`config.mk`:
```
export PLATFORM = sky130hd
export DESIGN_NAME = reg_access_ctrl
export DESIGN_NICKNAME = d
export VERILOG_FILES = /design/src/rtl/reg_access_ctrl.sv
export SDC_FILE = /design/constraint.sdc
export NUM_CORES = 1
export LEC_CHECK = 0
export ABC_AREA = 0
export CORE_MARGIN = 3
export CORE_UTILIZATION = 41
export CTS_CLUSTER_SIZE = 20
export DETAILED_ROUTE_END_ITERATION = 10
export PLACE_DENSITY = 0.8
export SLEW_MARGIN = 10
export SYNTH_ARGS = -nofsm -noshare
export SYNTH_HDL_FRONTEND = slang
export SYNTH_SLANG_ARGS = --single-unit
export TNS_END_PERCENT = 5
```
`constraint.sdc`:
```
create_clock -name clk -period 2.2 [get_ports clk]
set_input_delay 0.22 -clock clk [delete_from_list [all_inputs] [get_ports clk]]
set_output_delay 0.22 -clock clk [all_outputs]
set_load 0.01 [all_outputs]
```
`src/rtl/reg_access_ctrl.sv`:
```
// reg_access_ctrl: register-file access sequencer.
// Accepts operand-read and write-back requests over a level req / pulse ack
// handshake and drives the register-file pins. A write uses a setup, pulse and
// hold sequence so that address and data are stable around the RegWre pulse.
// Read operands are latched into the A/B operand registers.
// Optional build macro: REGACC_BYPASS_EN.
//   Undefined: a simultaneous read and write is serialized, write first.
//   Defined:   a simultaneous read runs alongside the write, and an operand
//              whose address matches a nonzero write address is forwarded
//              from the captured write data.
module reg_access_ctrl #(
  parameter int DW = 32,
  parameter int AW = 5
) (
  input  logic          clk,
  input  logic          rst_n,
  input  logic          rd_req,
  input  logic [AW-1:0] rs_in,
  input  logic [AW-1:0] rt_in,
  output logic          rd_ack,
  output logic [DW-1:0] a_out,
  output logic [DW-1:0] b_out,
  input  logic          wb_req,
  input  logic [AW-1:0] wb_addr,
  input  logic [DW-1:0] wb_data,
  output logic          wb_ack,
  output logic          busy,
  output logic [AW-1:0] rf_rs,
  output logic [AW-1:0] rf_rt,
  input  logic [DW-1:0] rf_do1,
  input  logic [DW-1:0] rf_do2,
  output logic [AW-1:0] rf_rd,
  output logic [DW-1:0] rf_wdata,
  output logic          rf_wre
);

  typedef enum logic [2:0] {
    IDLE     = 3'd0,
    RD_ADDR  = 3'd1,
    RD_ACK   = 3'd2,
    WB_SETUP = 3'd3,
    WB_PULSE = 3'd4,
    WB_HOLD  = 3'd5
  } state_t;

  state_t        state_reg;
  logic          busy_reg;
  logic          rd_ack_reg;
  logic          wb_ack_reg;
  logic          rf_wre_reg;
  logic [AW-1:0] rf_rs_reg;
  logic [AW-1:0] rf_rt_reg;
  logic [AW-1:0] rf_rd_reg;
  logic [DW-1:0] rf_wdata_reg;

`ifdef REGACC_BYPASS_EN
  // High during the address cycle of a read running alongside a write.
  logic          par_rd_reg;
`else
  // Read that arrived together with a write; it runs once the write is done.
  logic          rd_pend_reg;
  logic [AW-1:0] rs_cap_reg;
  logic [AW-1:0] rt_cap_reg;
`endif

  // Operands are loaded at the closing edge of a read address cycle.
  logic          operand_load;
  logic [DW-1:0] rf_do_arr [2];

  assign rf_do_arr[0] = rf_do1;
  assign rf_do_arr[1] = rf_do2;

`ifdef REGACC_BYPASS_EN
  logic [AW-1:0] src_arr [2];

  assign src_arr[0]   = rf_rs_reg;
  assign src_arr[1]   = rf_rt_reg;
  assign operand_load = (state_reg == RD_ADDR) || par_rd_reg;
`else
  assign operand_load = (state_reg == RD_ADDR);
`endif

  // One operand register per read port (A from rf_do1, B from rf_do2).
  genvar gi;
  generate
    for (gi = 0; gi < 2; gi++) begin : g_opnd
      logic [DW-1:0] opnd_reg;
      logic [DW-1:0] load_val;

`ifdef REGACC_BYPASS_EN
      // The write has not reached the register file yet when a parallel read
      // samples it, so a matching nonzero address takes the captured data.
      assign load_val = (par_rd_reg && (rf_rd_reg != '0) && (src_arr[gi] == rf_rd_reg))
                        ? rf_wdata_reg : rf_do_arr[gi];
`else
      assign load_val = rf_do_arr[gi];
`endif

      // Latch the operand; it is held until the next read completes.
      always_ff @(posedge clk or negedge rst_n) begin
        if (!rst_n) begin
          opnd_reg <= '0;
        end else if (operand_load) begin
          opnd_reg <= load_val;
        end
      end
    end
  endgenerate

  // Sequencer. This block also registers every handshake and register-file pin.
  always_ff @(posedge clk or negedge rst_n) begin
    if (!rst_n) begin
      state_reg    <= IDLE;
      busy_reg     <= 1'b0;
      rd_ack_reg   <= 1'b0;
      wb_ack_reg   <= 1'b0;
      rf_wre_reg   <= 1'b0;
      rf_rs_reg    <= '0;
      rf_rt_reg    <= '0;
      rf_rd_reg    <= '0;
      rf_wdata_reg <= '0;
`ifdef REGACC_BYPASS_EN
      par_rd_reg   <= 1'b0;
`else
      rd_pend_reg  <= 1'b0;
      rs_cap_reg   <= '0;
      rt_cap_reg   <= '0;
`endif
    end else begin
      // Acks and the write strobe are single-cycle pulses by default.
      rd_ack_reg <= 1'b0;
      wb_ack_reg <= 1'b0;
      rf_wre_reg <= 1'b0;
`ifdef REGACC_BYPASS_EN
      par_rd_reg <= 1'b0;
      if (par_rd_reg) begin
        rd_ack_reg <= 1'b1;
      end
`endif
      case (state_reg)
        IDLE: begin
          if (wb_req) begin
            // Write has priority. Target and data are captured here and stay
            // on the pins until the next write.
            rf_rd_reg    <= wb_addr;
            rf_wdata_reg <= wb_data;
            state_reg    <= WB_SETUP;
            busy_reg     <= 1'b1;
            if (rd_req) begin
`ifdef REGACC_BYPASS_EN
              rf_rs_reg  <= rs_in;
              rf_rt_reg  <= rt_in;
              par_rd_reg <= 1'b1;
`else
              rs_cap_reg  <= rs_in;
              rt_cap_reg  <= rt_in;
              rd_pend_reg <= 1'b1;
`endif
            end
          end else if (rd_req) begin
            rf_rs_reg <= rs_in;
            rf_rt_reg <= rt_in;
            state_reg <= RD_ADDR;
            busy_reg  <= 1'b1;
          end
        end
        RD_ADDR: begin
          state_reg  <= RD_ACK;
          rd_ack_reg <= 1'b1;
        end
        RD_ACK: begin
          state_reg <= IDLE;
          busy_reg  <= 1'b0;
        end
        WB_SETUP: begin
          // Register 0 is hardwired, so its strobe is suppressed.
          state_reg  <= WB_PULSE;
          rf_wre_reg <= (rf_rd_reg != '0);
        end
        WB_PULSE: begin
          state_reg  <= WB_HOLD;
          wb_ack_reg <= 1'b1;
        end
        WB_HOLD: begin
`ifdef REGACC_BYPASS_EN
          state_reg <= IDLE;
          busy_reg  <= 1'b0;
`else
          if (rd_pend_reg) begin
            // The deferred read sees the value that was just written.
            rf_rs_reg   <= rs_cap_reg;
            rf_rt_reg   <= rt_cap_reg;
            rd_pend_reg <= 1'b0;
            state_reg   <= RD_ADDR;
          end else begin
            state_reg <= IDLE;
            busy_reg  <= 1'b0;
          end
`endif
        end
        default: begin
          state_reg <= IDLE;
          busy_reg  <= 1'b0;
        end
      endcase
    end
  end

  assign busy     = busy_reg;
  assign rd_ack   = rd_ack_reg;
  assign wb_ack   = wb_ack_reg;
  assign rf_wre   = rf_wre_reg;
  assign rf_rs    = rf_rs_reg;
  assign rf_rt    = rf_rt_reg;
  assign rf_rd    = rf_rd_reg;
  assign rf_wdata = rf_wdata_reg;
  assign a_out    = g_opnd[0].opnd_reg;
  assign b_out    = g_opnd[1].opnd_reg;

endmodule

```
==> run_results.csv, run 1 <==
group,metric,value,unit
power,finalPower,12.15,mW
floorplan,die_w,115.9,µm
place,dp_cells,662,
critical_path,arrival,2.22,ns
yosys,synth-edff-count,0,
timing,fin_skew,0.007569,ns
clock_tree,cts-buffers-inserted,17,
timing,tns,0,ns
final_layout,drive_gt1_share,30.73,%
final_layout,stdcell_count,693,
critical_path,crit_type,"flip-flop to flip-flop",
timing,worst-slew-pin-transition,0.5511,ns
yosys,yosys_warnings,0,
floorplan,start_util,42.63,%
grt,grt_overflow_total,0,
yosys,yosysUniqueCellTypes,23,
yosys,ys.flop_type,"dfrtp_1",
clock_tree,clk_latency,0.40,ns
yosys,synth_top_area_share,65.20,%
place,port_buffers,229,
place,place.gp.congestion,0.7092,
yosys,synthCells,300,
critical_path,critPathMaxFanout,10,
timing,fin_crit,1.933,ns
grt,grt_max_degree,70,
detailed_routing,ant_nets,0,
yosys,yosys-top-cells-area,"dfrtp_1 (65%), mux2_2 (30%), buf_2 (1.0%), a21oi_4 (0.33%), buf_4 (0.30%)",
critical_path,critPathLaunchType,"flip-flop",
yosys,ys_ff_latch,129,
hold_path,hold_class,"input port to async pin",
yosys,ys_seq_area_share,65.20,%
critical_path,endpoint_kind,"flip-flop",
final_layout,nFillCells,828,
final_layout,final-seq-area,3228,µm²
clock_tree,cts_tree,"yes",
status,status,"completed",
detailed_routing,drt_iter0_markers,184,
clock_tree,cts_resized,0,
floorplan,core,11610,µm²
clock_tree,h-tree-depth,4,
yosys,syn_avg_cell_area,16.50,µm²
yosys,synth_fp_nets,415,
timing,min_period_over_period,87.85,%
timing,maxSlewViolCount,0,
final_layout,multi_input_area,1638,µm²
clock_tree,cts_root_buf,"clkbuf_16",
yosys,synth_area,4951,µm²
floorplan,num_io_pins,230,
flow_run,cap_violations,0,
timing,slew_headroom,63.15,%
power,ir_drop,0.0007689,V
timing,hold_ws,0.3365,ns
detailed_routing,num_vias,3405,
clock_tree,cts_buffer_depth,2,
place,hpwl,8.907,mm
final_layout,antenna_cells,0,
power,leakage,3.311,nW
grt,grt_pass1_wl,18.69,mm
yosys,yosysMostFrequentCell,"mux2_2",
detailed_routing,viasPerCell,4.913,
final_layout,num-nets-final,654,
timing,setup_viol,0,
yosys,async_flop_share,100.0,%
grt,grt_pass1_vias,3602,
critical_path,required,2.49,ns
final_layout,syn_to_final_growth,61.38,%
clock_tree,path_clk_slew,0.05,ns
timing,clock.fmax,517.4,MHz
floorplan,fp.dieH,115.9,µm
grt,grt_antenna_before_repair,0,
clock_tree,clkSinkCount,129,
floorplan,row_count,39,
power,p_per_area,1521,nW/µm²
detailed_routing,finalWirelength,12.19,mm
detailed_routing,drc,0,
final_layout,final_area,7990,µm²
timing,hold_viol,0,
yosys,yosys-top-cells-count,"mux2_2 (131), dfrtp_1 (129), buf_2 (10), inv_1 (3), nand2_1 (3)",
grt,grt_use_total,18.41,%
floorplan,dieArea,13430,µm²
detailed_routing,firstDrtPassIters,4,
place,postPlaceCellArea,7408,µm²
timing,rsz0062_at_grt,"false",
detailed_routing,wire_per_inst,17.59,µm
yosys,yosysTopAreaCell,"dfrtp_1",
-- metal layers --
layer  wire length, µm  vias up  global-route usage [%]
met2              6485      139                   32.34
met5                 0        -                       0
met3               957       14                   7.154
met1              4586     1708                   20.05
li1                  -     1544                       -
met4               158        0                   7.115
-- placed cells by master (no fill, tap or decap), types with 2 or more instances in the layout --
cell and n:
inv_1 3, clkbuf_16 17, a21oi_1 2, nand2_1 3, nor3_1 2, clkbuf_8 4, nand3_1 2, buf_12 2
clkinv_2 4, buf_4 4, clkbuf_1 3, mux2_2 131, bufinv_16 2, clkdlybuf4s50_1 228, dfrtp_1 129, nand2b_1 2
-- worst max-delay path, stage by stage (launching register included) --
cell and delay, ns:
dfrtp_1 0.49, or4b_4 0.58, a21oi_4 0.36, mux2_2 0.38
-- kinds of logic (layout without fill, tap and decap cells) --
group / Yosys count / in the layout / share of synthesized area, %
AOI/OAI and AO/OA: 7 / 7 / 1.137
buffers and inverters: 18 / 268 / 1.921
DFF: 129 / 129 / 65.20
muxes: 131 / 131 / 29.80
and+or+nand+nor: 15 / 15 / 1.946
-- stage by stage --
stage | util (%) | setup WS [ns]
2_1_floorplan | - | 0.4275
3_3_place_gp | 63.79 | 0.1601
3_5_place_dp | 63.79 | 0.1429
4_1_cts | 68.80 | 0.2621
5_1_grt | 68.80 | 0.1954
6_report | 68.80 | 0.2672
-- final timing paths --
path                       cells after the start  slack, ns                startpoint                   endpoint
max                                            3       0.27  state_reg[0]$_DFFE_PN0P_       rf_rs[0]$_DFFE_PN0P_
min                                            2       0.34                     rst_n      b_out[27]$_DFFE_PN0P_
max reg2reg                                    3       0.27  state_reg[0]$_DFFE_PN0P_       rf_rs[0]$_DFFE_PN0P_
min reg2reg                                    1       0.50      b_out[9]$_DFFE_PN0P_       b_out[9]$_DFFE_PN0P_
max in group asynchronous                      3       1.10                     rst_n  rt_cap_reg[3]$_DFFE_PN0P_
min in group clk                               2       0.43                rf_do1[29]      a_out[29]$_DFFE_PN0P_
-- power breakdown --
part	internal [mW]	switching (mW)
registers	3.60	0.665
clock network	1.76	0.915
logic	3.33	1.87
-- final cells by class --
class,count,area share (%)
clock buffer,24,6.154
clock inverter,6,1.002
inverter,3,0.1409
multi-input combinational,153,20.50
sequential,129,40.40
tap,143,2.239
timing repair buffer,235,29.56
-- timing repair --
item	4_1_cts	5_1_grt
endpoints found under the hold margin	37	0
hold buffers	1	0
buffers inserted	0	0
Power figures use the tool's default switching activity.
==> run 2: changes to the inputs <==
--- a/config.mk
+++ b/config.mk
@@ -10,6 +10,7 @@
 export CORE_UTILIZATION = 41
 export CTS_CLUSTER_SIZE = 20
 export DETAILED_ROUTE_END_ITERATION = 10
+export HOLD_SLACK_MARGIN = 0.1
 export PLACE_DENSITY = 0.8
 export SLEW_MARGIN = 10
 export SYNTH_ARGS = -nofsm -noshare
==> results of run 2 <==
The final DEF is identical to that of run 1; final timing and power are the same.
==> run 3: changes to the inputs <==
--- a/config.mk
+++ b/config.mk
@@ -12,6 +12,7 @@
 export DETAILED_ROUTE_END_ITERATION = 10
 export HOLD_SLACK_MARGIN = 0.1
 export PLACE_DENSITY = 0.8
+export SETUP_SLACK_MARGIN = 0.4
 export SLEW_MARGIN = 10
 export SYNTH_ARGS = -nofsm -noshare
 export SYNTH_HDL_FRONTEND = slang
==> run 3 against run 2 <==
  * Sequential cell count stayed put
  * Routed wire length hardly changed
  * Worst hold slack better by 0.0036 ns
  * Register-to-register slack better by 0.15 ns
  * Core utilization is 0.26 points higher
  * Via count is 0.35% higher
  * Non-clock buffer count is 2 higher
  * Combinational power hardly changed
  * Total power is 0.26% higher
  * Maximum frequency is 8.4% higher
  * Clock skew hardly changed
  * Die area stayed put
==> run_results.csv, run 3 (same netlist as run 1, synthesis figures left out) <==
group,metric,value,unit
detailed_routing,viasPerCell,4.917,
timing,hold_ws,0.3401,ns
detailed_routing,ant_nets,0,
timing,worst-slew-pin-transition,0.5053,ns
place,hpwl,8.907,mm
clock_tree,cts_tree,"yes",
final_layout,layout_commonest_cell,"clkdlybuf4s50_1",
critical_path,slowest_stage,"or4b_4",
clock_tree,cts_root_buf,"clkbuf_16",
final_layout,antenna_cells,0,
clock_tree,path_clk_slew,0.05,ns
final_layout,post-route-util,69.06,%
detailed_routing,drt_iter0_markers,191,
floorplan,start_util,42.63,%
critical_path,crit_buf_inv,1,
critical_path,endpoint_kind,"flip-flop",
critical_path,cpPeakStageDelay,0.55,ns
critical_path,critPathMaxFanout,10,
grt,grt_pass1_vias,3611,
grt,grt_pass1_wl,18.69,mm
timing,hold_viol,0,
power,p_per_area,1519,nW/µm²
grt,grt_max_degree,70,
critical_path,critPathLaunchType,"flip-flop",
final_layout,num-nets-final,656,
clock_tree,clkSinkCount,129,
floorplan,die_w,115.9,µm
critical_path,r2r_slack,0.42,ns
place,place.gp.congestion,0.7092,
detailed_routing,finalWirelength,12.19,mm
floorplan,core,11610,µm²
timing,fin_skew,0.007551,ns
power,leakage,3.321,nW
floorplan,dieArea,13430,µm²
detailed_routing,num_vias,3417,
hold_path,hold_class,"input port to async pin",
detailed_routing,firstDrtPassIters,6,
clock_tree,cts-buffers-inserted,17,
critical_path,rr_endpoint,"rf_rs[0]$_DFFE_PN0P_",
grt,grt_use_total,18.41,%
floorplan,num_io_pins,230,
status,status,"completed",
critical_path,required,2.49,ns
place,port_buffers,229,
critical_path,r2r_cells,4,
floorplan,row_count,39,
timing,maxSlewViolCount,0,
final_layout,drive_gt1_share,31.34,%
flow_run,cap_violations,0,
clock_tree,cts_buffer_depth,2,
timing,setup_viol,0,
critical_path,crit_type,"flip-flop to flip-flop",
timing,clock.fmax,561.0,MHz
timing,min_period_over_period,81.02,%
grt,grt_overflow_total,0,
clock_tree,clk_latency,0.41,ns
grt,grt_antenna_before_repair,0,
timing,tns,0,ns
timing,slew_headroom,66.32,%
floorplan,fp.dieH,115.9,µm
detailed_routing,drc,0,
final_layout,final_cell_mix,"clkdlybuf4s50_1 (228), mux2_2 (131), dfrtp_1 (127), clkbuf_16 (17), buf_4 (5)",
critical_path,arrival,2.07,ns
critical_path,rr_startpoint,"state_reg[0]$_DFFE_PN0P_",
detailed_routing,wire_per_inst,17.54,µm
critical_path,critical_path.cell_chain,"or4b_4 > a21oi_4 > buf_12 > mux2_2",
critical_path,startpoint,"state_reg[0]$_DFFE_PN0P_",
timing,rsz0062_at_grt,"true",
clock_tree,h-tree-depth,4,
timing,fin_crit,1.783,ns
final_layout,syn_to_final_growth,61.99,%
power,ir_drop,0.0007697,V
critical_path,crit_family,"simple AND/OR/NAND/NOR gates",
## run 3: changes by cell type in the layout (fill, tap and decap cells not counted)
| cell | before | now |
|---|---|---|
| dfrtp_2 | 0 | 2 |
| buf_4 | 4 | 5 |
| dfrtp_1 | 129 | 127 |
| buf_12 | 2 | 3 |
## run 3: power breakdown
| part | leakage [nW] | internal, mW | total, mW | switching (mW) |
|---|---|---|---|---|
| sequential | 1.52 | 3.61 | 4.27 | 0.667 |
| combinational | 1.51 | 3.36 | 5.23 | 1.88 |
| clock | 0.286 | 1.77 | 2.68 | 0.916 |
## run 3: layer usage
layer / track usage (%) / wire length [µm]
met1: 19.99 / 4548
met2: 32.41 / 6489
met3: 7.154 / 957
met4: 7.115 / 195
met5: 0 / 0
## run 3: per-stage QoR
| stage | instance area (µm²) | cells | worst slack, ns | power, mW |
|---|---|---|---|---|
| 2_1_floorplan | 4951 | 300 | 0.4275 | 6.666 |
| 3_3_place_gp | 7408 | 662 | 0.1601 | 9.380 |
| 3_5_place_dp | 7408 | 662 | 0.1429 | 9.577 |
| 4_1_cts | 8020 | 695 | 0.4161 | 12.37 |
| 5_1_grt | 8020 | 695 | 0.3703 | 12.89 |
| 6_report | 8020 | 695 | 0.4175 | 12.19 |
## run 3: timing repair
item                                    CTS  global route
hold endpoints to repair                 37             0
endpoints found under the setup margin   10            46
setup buffers                             2             0
hold buffers                              1             0
gates resized for setup                   2             0
pin swaps                                 1             0
## run 3: worst max path at each step
| stage | to | cells past startpoint |
|---|---|---|
| global placement | rf_rt[3]$_DFFE_PN0P_ | 4 |
| detailed placement | rf_rs[2]$_DFFE_PN0P_ | 4 |
| global route | rf_wdata[16]$_DFFE_PN0P_ | 3 |
| CTS | rf_rs[0]$_DFFE_PN0P_ | 4 |
| floorplan | rf_rs[0]$_DFFE_PN0P_ | 4 |
| finish | rf_rs[0]$_DFFE_PN0P_ | 4 |
## run 3: area by class of cell
type                            instances  area, µm²
Inverter                                3      11.26
Clock buffer                           24      491.7
Multi-Input combinational cell        153       1638
Sequential cell                       129       3231
Clock inverter                          6      80.08
Tap cell                              143      178.9
Timing Repair Buffer                  237       2390
Fill cell                             822       3593
